$ cat src/rtl/thermometer_decoder_if.sv
// rtl/thermometer_decoder_if.sv - result handshake bundle for thermometer_decoder
interface thermometer_decoder_if;
   logic       out_valid;
   logic       out_ready;
   logic [2:0] d_out;
   logic       err;

   modport master (
      output out_valid,
      output d_out,
      output err,
      input  out_ready
   );

   modport slave (
      input  out_valid,
      input  d_out,
      input  err,
      output out_ready
   );
endinterface

$ cat src/rtl/thermometer_decoder.sv
// rtl/thermometer_decoder.sv - synchronised, debounced bar-graph decoder with one-shot valid/ready output
module thermometer_decoder #(
   parameter int STABLE_CYCLES = 4
) (
   input  logic                         clk,
   input  logic                         rst,
   input  logic [6:0]                   d_in,
   thermometer_decoder_if.master        res,
   output logic [7:0]                   err_cnt
);

   localparam logic [3:0] STABLE_MAX = 4'(STABLE_CYCLES);

   typedef enum logic [1:0] {
      WAIT = 2'd0,
      EMIT = 2'd1,
      DONE = 2'd2
   } state_t;

   state_t     state;
   state_t     state_next;
   logic [6:0] sync1;
   logic [6:0] s;
   logic [6:0] held;
   logic [3:0] stab_cnt;
   logic       stable;
   logic       load;
   logic       accept;
   logic       clr_stab;
   logic [2:0] dec_val;
   logic       dec_err;

   always_ff @(posedge clk or posedge rst) begin
      if (rst) begin
         sync1 <= 7'b0000000;
         s     <= 7'b0000000;
      end else begin
         sync1 <= d_in;
         s     <= sync1;
      end
   end

   // Comparing the incoming stage with s clears the count on the same edge s changes,
   // so the count reflects how long the current s has been held.
   always_ff @(posedge clk or posedge rst) begin
      if (rst) begin
         stab_cnt <= 4'd0;
      end else if (clr_stab || (sync1 != s)) begin
         stab_cnt <= 4'd0;
      end else if (stab_cnt != STABLE_MAX) begin
         stab_cnt <= stab_cnt + 4'd1;
      end
   end

   assign stable = (stab_cnt == STABLE_MAX);

   always_comb begin
      dec_val = 3'b000;
      dec_err = 1'b0;
      case (s)
         7'b0001000: dec_val = 3'b000;
         7'b0011000: dec_val = 3'b001;
         7'b0111000: dec_val = 3'b010;
         7'b1111000: dec_val = 3'b011;
         7'b0001111: dec_val = 3'b101;
         7'b0001110: dec_val = 3'b110;
         7'b0001100: dec_val = 3'b111;
         default:    dec_err = 1'b1;
      endcase
   end

   always_comb begin
      state_next = state;
      load       = 1'b0;
      accept     = 1'b0;
      clr_stab   = 1'b0;
      case (state)
         WAIT: begin
            if (stable) begin
               load       = 1'b1;
               state_next = EMIT;
            end
         end
         EMIT: begin
            if (res.out_ready) begin
               accept     = 1'b1;
               state_next = DONE;
            end
         end
         DONE: begin
            // Any departure from the reported pattern re-arms qualification from zero.
            if (s != held) begin
               clr_stab   = 1'b1;
               state_next = WAIT;
            end
         end
         default: state_next = WAIT;
      endcase
   end

   always_ff @(posedge clk or posedge rst) begin
      if (rst) begin
         state         <= WAIT;
         res.out_valid <= 1'b0;
      end else begin
         state         <= state_next;
         res.out_valid <= (state_next == EMIT);
      end
   end

   always_ff @(posedge clk or posedge rst) begin
      if (rst) begin
         held      <= 7'b0000000;
         res.d_out <= 3'b000;
         res.err   <= 1'b0;
      end else if (load) begin
         held      <= s;
         res.d_out <= dec_val;
         res.err   <= dec_err;
      end
   end

   always_ff @(posedge clk or posedge rst) begin
      if (rst) begin
         err_cnt <= 8'd0;
      end else if (accept && res.err && (err_cnt != 8'hFF)) begin
         err_cnt <= err_cnt + 8'd1;
      end
   end

endmodule

$ cat src/flat_wrapper.sv
// flat-port wrapper written by rule: the top's interface ports become plain ports
module thermometer_decoder_flat 
#(
   parameter int STABLE_CYCLES = 4
)
  (clk, rst, d_in, err_cnt, res_out_valid, res_d_out, res_err, res_out_ready);
  thermometer_decoder_if res_i ();
  input  logic clk;
  input  logic rst;
  input  logic [6:0] d_in;
  output logic [7:0] err_cnt;
  output wire logic [$bits(res_i.out_valid)-1:0] res_out_valid;
  output wire logic [$bits(res_i.d_out)-1:0] res_d_out;
  output wire logic [$bits(res_i.err)-1:0] res_err;
  input wire logic [$bits(res_i.out_ready)-1:0] res_out_ready;
  assign res_out_valid = res_i.out_valid;
  assign res_d_out = res_i.d_out;
  assign res_err = res_i.err;
  assign res_i.out_ready = res_out_ready;
  thermometer_decoder #(.STABLE_CYCLES(STABLE_CYCLES)) u_core (.clk(clk), .rst(rst), .d_in(d_in), .res(res_i), .err_cnt(err_cnt));
endmodule
$ cat config.mk
export PLATFORM = sky130hd
export DESIGN_NAME = thermometer_decoder_flat
export DESIGN_NICKNAME = d
export VERILOG_FILES = /design/src/rtl/thermometer_decoder_if.sv /design/src/rtl/thermometer_decoder.sv /design/src/flat_wrapper.sv
export SDC_FILE = /design/constraint.sdc
export NUM_CORES = 1
export LEC_CHECK = 0
export ABC_AREA = 0
export CORE_MARGIN = 2
export CORE_UTILIZATION = 58
export DETAILED_ROUTE_END_ITERATION = 10
export PLACE_DENSITY_LB_ADDON = 0.3
export SLEW_MARGIN = 20
export SYNTH_ARGS = -nofsm -noshare
export SYNTH_HDL_FRONTEND = slang
export SYNTH_SLANG_ARGS = --single-unit
$ cat constraint.sdc
create_clock -name clk -period 4.58 [get_ports clk]
set_input_delay 0.916 -clock clk [delete_from_list [all_inputs] [get_ports clk]]
set_output_delay 0.916 -clock clk [all_outputs]
set_load 0.005 [all_outputs]
## Word level (Yosys, flattened, before mapping)

Index checks and enable logic that the tools add are counted.

| operators by class | value |
|---|---|
| add/subtract/negate cells | 2 |
| reduce and logical (&&, ||, !) cells | 6 |
| mux-type cells | 14 |
| equal/unequal tests | 15 |

Operator list:

| operator | number |
|---|---|
| $eq A7 B4 Y1 const B | 4 |
| $pmux W3 S6 | 1 |
| $ne A7 B7 Y1 | 2 |
| $add A8 B1 Y8 const B | 1 |
| $mux W4 | 2 |
| $ne A8 B8 Y1 const B | 1 |
| $eq A7 B5 Y1 const B | 1 |
| $eq A7 B6 Y1 const B | 1 |
| $eq A7 B7 Y1 const B | 1 |
| $mux W1 | 7 |
| $reduce_or A7 Y1 | 1 |
| $mux W2 | 3 |
| $pmux W2 S3 | 1 |
| $add A4 B1 Y4 const B | 1 |
| $eq A2 B1 Y1 const B | 2 |
| $eq A4 B3 Y1 const B | 1 |
| $ne A4 B3 Y1 const B | 1 |
| $eq A2 B2 Y1 const B | 1 |
| $logic_and A1 B1 Y1 | 2 |
| $logic_not A2 Y1 | 1 |
| $reduce_bool A2 Y1 | 1 |
| $logic_or A1 B1 Y1 | 1 |

| storage, ports and cells | value |
|---|---|
| logic and storage cells | 46 |
| output and inout bits | 13 |
| bits of input ports | 10 |
| bits in registers | 40 |

## Longest topological paths before layout

Gate-level depths: netlist (run 1).

| depth | value |
|---|---|
| depth after elaboration | 5 |
| gate-level depth with buffers | 8 |
| mapped depth without buffers | 6 |

## Worst setup path after synthesis (run 1)

Ideal clock, no wire load.

| path | value |
|---|---|
| path type | input to register |
| start point | input res_out_ready |
| end point | register u_core.err_cnt[7] |
| path slack | 2673 ps |
| path buffers | 0 |
| stages on the path | 4 |
| data required time | 4455 ps |
| arrival | 1782 ps |
| path through | and4b_2 -> and4_4 -> nand3_2 -> mux2_4 |

| on the way | value |
|---|---|
| word-level cells in the longest chain between the ends | 4 |

Ends and longest elaborated chain:

| item | line | source |
|---|---|---|
| start, declared | flat_wrapper.sv:15 | `input wire logic [$bits(res_i.out_ready)-1:0] res_out_ready;` |
| $mux W1 | thermometer_decoder.sv:85 | `if (res.out_ready) begin` |
| $mux W1 | thermometer_decoder.sv:77 | `case (state)` |
| $logic_and A1 B1 Y1 (2 in a row) | thermometer_decoder.sv:126 | `end else if (accept && res.err && (err_cnt != 8'hFF)) begin` |
| end signal, assigned | thermometer_decoder.sv:127 | `err_cnt <= err_cnt + 8'd1;` |
| end, declared | thermometer_decoder.sv:9 | `output logic [7:0] err_cnt` |

No other way between the ends.
A chain may end at the register's enable or synchronous reset.

## Final worst setup path (run 1)

| path | value |
|---|---|
| start point | register u_core.err_cnt[3] |
| end point | output err_cnt[3] |

RTL lines:

| item | line | source |
|---|---|---|
| end, declared | flat_wrapper.sv:11 | `output logic [7:0] err_cnt;` |

No word-level cell between the ends.

==> impl_metrics.env, run 1 <==
export IMPL_status="complete, no violations"
export IMPL_power_density_nw_per_um2=271
export IMPL_cts_tree="done"
export IMPL_clock_root_buffer="clkbuf_4"
export IMPL_ys_types=42
export IMPL_cp_top_family="buffers and inverters"
export IMPL_synth_edf_count=0
export IMPL_wl_per_cell_um=13.0
export IMPL_overflow=0
export IMPL_post_cts_resized=0
export IMPL_start_util_pct=61.0
export IMPL_post_dp_hpwl_mm=2.14
export IMPL_synth_area_leaders="dfrtp_1 54%, xnor2_1 5.2%, mux2_4 4.8%, xor2_1 3.3%, buf_6 3.0%"
export IMPL_cts_buffer_depth=2
export IMPL_dieHeight_um=60.7
export IMPL_layout_area_overhead_vs_synth_pct=15.0
export IMPL_netlist_area_um2=1860
export IMPL_syn_avg_cell_area_um2=12.0
export IMPL_final_nets=191
export IMPL_post_dp_cell_area_um2=2080
export IMPL_mostFrequentLayoutCell="dfrtp_1"
export IMPL_worst_path_stages=1
export IMPL_grt_pass1_vias=1199
export IMPL_io_buffer_count=22
export IMPL_cts_hold_buf=0
export IMPL_clkTransAtPathRegs_ps=110
export IMPL_vias_per_cell=5.33
export IMPL_die_w_um=60.7
export IMPL_fin_tns_setup_ps=0
export IMPL_cp_max_fo=7
export IMPL_htreeDepth=2
export IMPL_synth_top_area_share_pct=53.8
export IMPL_critPathArrivalTime_ps=1340
export IMPL_hold_depth=0
export IMPL_grt_pass1_wl_mm=5.21
export IMPL_fin_skew_ps=9.21
export IMPL_drive_gt1_share_pct=15.1
export IMPL_fin_cells=223
export IMPL_drtIter0Drc=18
export IMPL_setup_violations=0
export IMPL_maxSlewViolCount=0
export IMPL_fin_crit_sh_pct=49.2
export IMPL_clock_sinks=40
export IMPL_dieArea_um2=3680
export IMPL_yosys_warnings=0
export IMPL_clk_latency_ps=340
export IMPL_hold_path_class="flop to flop"
export IMPL_p_leak_nw=0.953
export IMPL_worst_pin_slew_ps=725
export IMPL_fin_hold_ws_ps=403
export IMPL_r2r_cells=5
export IMPL_synthCells=155
export IMPL_path_buf_inv=1
export IMPL_start_kind="flop"
export IMPL_yosys_register_bits=40
export IMPL_dp_cells=215
export IMPL_grt_setup_unrepaired="false"
export IMPL_synth_top_area_cell="dfrtp_1"
export IMPL_io_pins=23
export IMPL_fillers=244
export IMPL_drc_errors=0
export IMPL_gp_congestion=0.825
export IMPL_slew_headroom_pct=51.7
export IMPL_clock_fmax_mhz=444
export IMPL_ys_flop_type="dfrtp_1"
export IMPL_grt_max_degree=41
export IMPL_routed_wl_mm=2.90
export IMPL_cp_slowest_cell="clkdlybuf4s50_1"
export IMPL_postLayoutCellArea_um2=2140
export IMPL_fp_coreArea_um2=3050
export IMPL_maxCapViolations=0
export IMPL_insertedDiodeCount=0
export IMPL_route_antenna_remaining_nets=0
export IMPL_rows=20
export IMPL_post_cts_buffers=0
export IMPL_syn_num_nets=168
export IMPL_numCtsBuffers=5
export IMPL_grt_antenna_before_repair=0
export IMPL_grt_usage_pct=19.5
export IMPL_crit_chain="clkdlybuf4s50_1"
export IMPL_hold_viol=0
export IMPL_period_minus_slack_ps=2250
export IMPL_crit_type="flop to primary output"
export IMPL_slowest_delay_ps=540
export IMPL_first_pass_iters=4
export IMPL_vdd_ir_drop_max_uv=243
export IMPL_layout_common_cells="40 x dfrtp_1, 22 x clkdlybuf4s50_1, 12 x nand2_1"
export IMPL_ys_async_sr_fraction_pct=100
export IMPL_ys_seq_area_share_pct=53.8
export IMPL_required_ps=3660
export IMPL_via_count=1189
export IMPL_cp_end_kind="primary output"
synth_stat cells, types with 2 or more instances:
library cell  count
dfrtp_1          40
nand2_1          12
xnor2_1          11
inv_1             9
nor2_1            8
xor2_1            7
a21oi_1           6
mux2_4            6
buf_6             5
nand3_1           5
nor3_1            5
o21ai_1           4
ha_1              3
o31ai_2           3
a211oi_1          2
and3_1            2
nand4_1           2
report_power, final:
part,internal (mW),total [mW],switching [mW]
clock,0.0731,0.182,0.109
combinational,0.0154,0.0293,0.0139
sequential,0.359,0.369,0.00961
total,0.448,0.581,0.133
kinds of logic after synthesis:
kind of cell | after synthesis | synth area share (%)
compound gates | 23 | 9.01
xor+xnor | 19 | 9.34
fa+ha+maj | 3 | 2.02
buf+inv | 16 | 5.31
flops | 40 | 53.8
mux | 8 | 6.05
simple gates | 46 | 14.5
stage by stage:
| stage | power, mW | util [%] | setup WS (ps) |
|---|---|---|---|
| finish | 0.581 | 70.1 | 2330 |
| floorplan | 0.396 | - | 2670 |
| global placement | 0.404 | 68.1 | 2130 |
| CTS | 0.589 | 70.1 | 2320 |
| detailed placement | 0.406 | 68.1 | 2080 |
| global route | 0.608 | 70.1 | 2270 |
flip-flops by register name (all words and copies together) (netlist names):
name	cells
u_core.res.out_valid	1
u_core.s	7
u_core.held	7
u_core.res.d_out	3
u_core.sync1	7
u_core.stab_cnt	4
u_core.err_cnt	8
u_core.state	2
u_core.res.err	1
worst paths after layout:
path / startpoint / end / slack (ps)
worst max-delay path: u_core.err_cnt[3] / err_cnt[3] / 2330
worst min-delay path: u_core.sync1[5] / u_core.s[5] / 400
worst max register to register: u_core.stab_cnt[0] / u_core.held[4] / 2570
worst min register to register: u_core.sync1[5] / u_core.s[5] / 400
max in group asynchronous: rst / u_core.s[6] / 3260
min in group asynchronous: rst / u_core.err_cnt[1] / 990
routing by layer:
layer / vias up / global-route usage [%] / share of wire (%)
li1: 587 / - / -
met1: 571 / 24.3 / 45
met2: 24 / 31.8 / 49
met3: 7 / 4.69 / 3.5
met4: 0 / 10.2 / 2.2
met5: - / 0 / 0
cell type report:
| class | count | area (um2) | share of cell area [%] |
|---|---|---|---|
| clock buffers | 6 | 51.3 | 2.40 |
| clock inverters | 2 | 10.0 | 0.468 |
| inverters | 9 | 33.8 | 1.58 |
| multi-input cells | 99 | 762 | 35.6 |
| flip-flops and latches | 40 | 1000 | 46.8 |
| well taps | 44 | 55.1 | 2.57 |
| repair buffers | 23 | 228 | 10.6 |
No activity file was read; power rests on OpenSTA's default activity.
==> run 2, diff against run 1 <==
- CORE_UTILIZATION: 58 -> 49
- clock period: 4.58 -> 2 ns (I/O delays scaled with it)
==> impl_metrics.env, run 2 (same netlist as run 1, synthesis figures left out) <==
export IMPL_status="complete, no violations"
export IMPL_io_buffer_count=22
export IMPL_drc_errors=0
export IMPL_post_cts_buffers=0
export IMPL_start_kind="flop"
export IMPL_post_cts_resized=0
export IMPL_power_density_nw_per_um2=726
export IMPL_grt_pass1_vias=1251
export IMPL_start_util_pct=50.9
export IMPL_clock_fmax_mhz=558
export IMPL_grt_usage_pct=16.7
export IMPL_grt_pass1_wl_mm=5.44
export IMPL_hold_path_class="flop to flop"
export IMPL_worst_pin_slew_ps=488
export IMPL_cp_max_fo=17
export IMPL_fin_crit_sh_pct=89.6
export IMPL_io_pins=23
export IMPL_post_dp_hpwl_mm=2.20
export IMPL_grt_setup_unrepaired="false"
export IMPL_setup_violations=0
export IMPL_postLayoutCellArea_um2=2230
export IMPL_fp_coreArea_um2=3660
export IMPL_drive_gt1_share_pct=15.6
export IMPL_fin_cells=228
export IMPL_insertedDiodeCount=0
export IMPL_crit_type="flop to flop"
export IMPL_cts_tree="done"
export IMPL_clock_root_buffer="clkbuf_8"
export IMPL_grt_max_degree=41
export IMPL_maxSlewViolCount=0
export IMPL_rows=22
export IMPL_dieHeight_um=65.6
export IMPL_htreeDepth=2
export IMPL_overflow=0
export IMPL_dp_cells=220
export IMPL_routed_wl_mm=3.10
export IMPL_fin_util_pct=60.9
export IMPL_layout_common_cells="40 x dfrtp_1, 22 x clkdlybuf4s50_1, 12 x nand2_1"
export IMPL_p_leak_nw=0.991
export IMPL_via_count=1182
export IMPL_cts_buffer_depth=2
export IMPL_fin_skew_ps=6.96
export IMPL_critPathArrivalTime_ps=1960
export IMPL_period_minus_slack_ps=1790
export IMPL_clkTransAtPathRegs_ps=80
export IMPL_maxCapViolations=0
export IMPL_power_mw=1.62
export IMPL_register_area_um2=1000
export IMPL_gp_congestion=0.838
export IMPL_fin_tns_setup_ps=0
export IMPL_numCtsBuffers=5
export IMPL_layout_area_overhead_vs_synth_pct=19.8
export IMPL_fillers=312
export IMPL_hold_viol=0
export IMPL_multiInputGateArea_um2=762
export IMPL_fin_hold_ws_ps=394
export IMPL_final_nets=192
export IMPL_required_ps=2170
export IMPL_pre_cts_ws_ps=35.6
export IMPL_slew_headroom_pct=67.5
export IMPL_dieArea_um2=4310
export IMPL_grt_antenna_before_repair=0
export IMPL_cp_end_kind="flop"
export IMPL_first_pass_iters=4
export IMPL_cts_hold_buf=0
export IMPL_vias_per_cell=5.18
export IMPL_largest_reg_flops=8
export IMPL_fin_ws_ps=209
export IMPL_clk_latency_ps=280
export IMPL_die_w_um=65.6
export IMPL_drtIter0Drc=58
export IMPL_post_dp_cell_area_um2=2100
export IMPL_wl_per_cell_um=13.6
export IMPL_vdd_ir_drop_max_uv=501
export IMPL_clock_sinks=40
export IMPL_mostFrequentLayoutCell="dfrtp_1"
export IMPL_route_antenna_remaining_nets=0
export IMPL_largest_register="u_core.err_cnt"
[run 2: final timing paths]
check | end | slack, ps | depth (start not counted) | start
max | u_core.held[1] | 210 | 6 | u_core.stab_cnt[0]
min | u_core.s[1] | 390 | 0 | u_core.sync1[1]
max reg2reg | u_core.held[1] | 210 | 6 | u_core.stab_cnt[0]
min reg2reg | u_core.s[1] | 390 | 0 | u_core.sync1[1]
max in group asynchronous | u_core.s[0] | 1130 | 3 | rst
min in group asynchronous | u_core.held[4] | 530 | 3 | rst
[run 2: critical path: stages (launching register included)]
cell	delay, ps
dfrtp_1	420
inv_1	80
ha_1	210
nand3b_4	120
or3_1	370
buf_12	180
mux2_4	290
[run 2: routing by layer]
| metal | up-vias | global-route usage [%] | wire (um) |
|---|---|---|---|
| li1 | 582 | - | - |
| met1 | 578 | 19.4 | 1370 |
| met2 | 20 | 29.3 | 1600 |
| met3 | 2 | 4.45 | 114 |
| met4 | 0 | 5.99 | 13 |
| met5 | - | 0 | 0 |
[run 2: power breakdown]
part           internal, mW  total, mW  switching, mW
logic                0.0353     0.0681         0.0327
clock network         0.440      0.706          0.266
registers             0.823      0.845         0.0222
[run 2: final cells by class]
| type | count | area share, % |
|---|---|---|
| flip-flops and latches | 40 | 44.9 |
| clock inverters | 1 | 1.35 |
| clock buffers | 7 | 4.32 |
| repair buffers | 24 | 11.1 |
| inverters | 9 | 1.51 |
| multi-input cells | 99 | 34.2 |
| well taps | 48 | 2.69 |
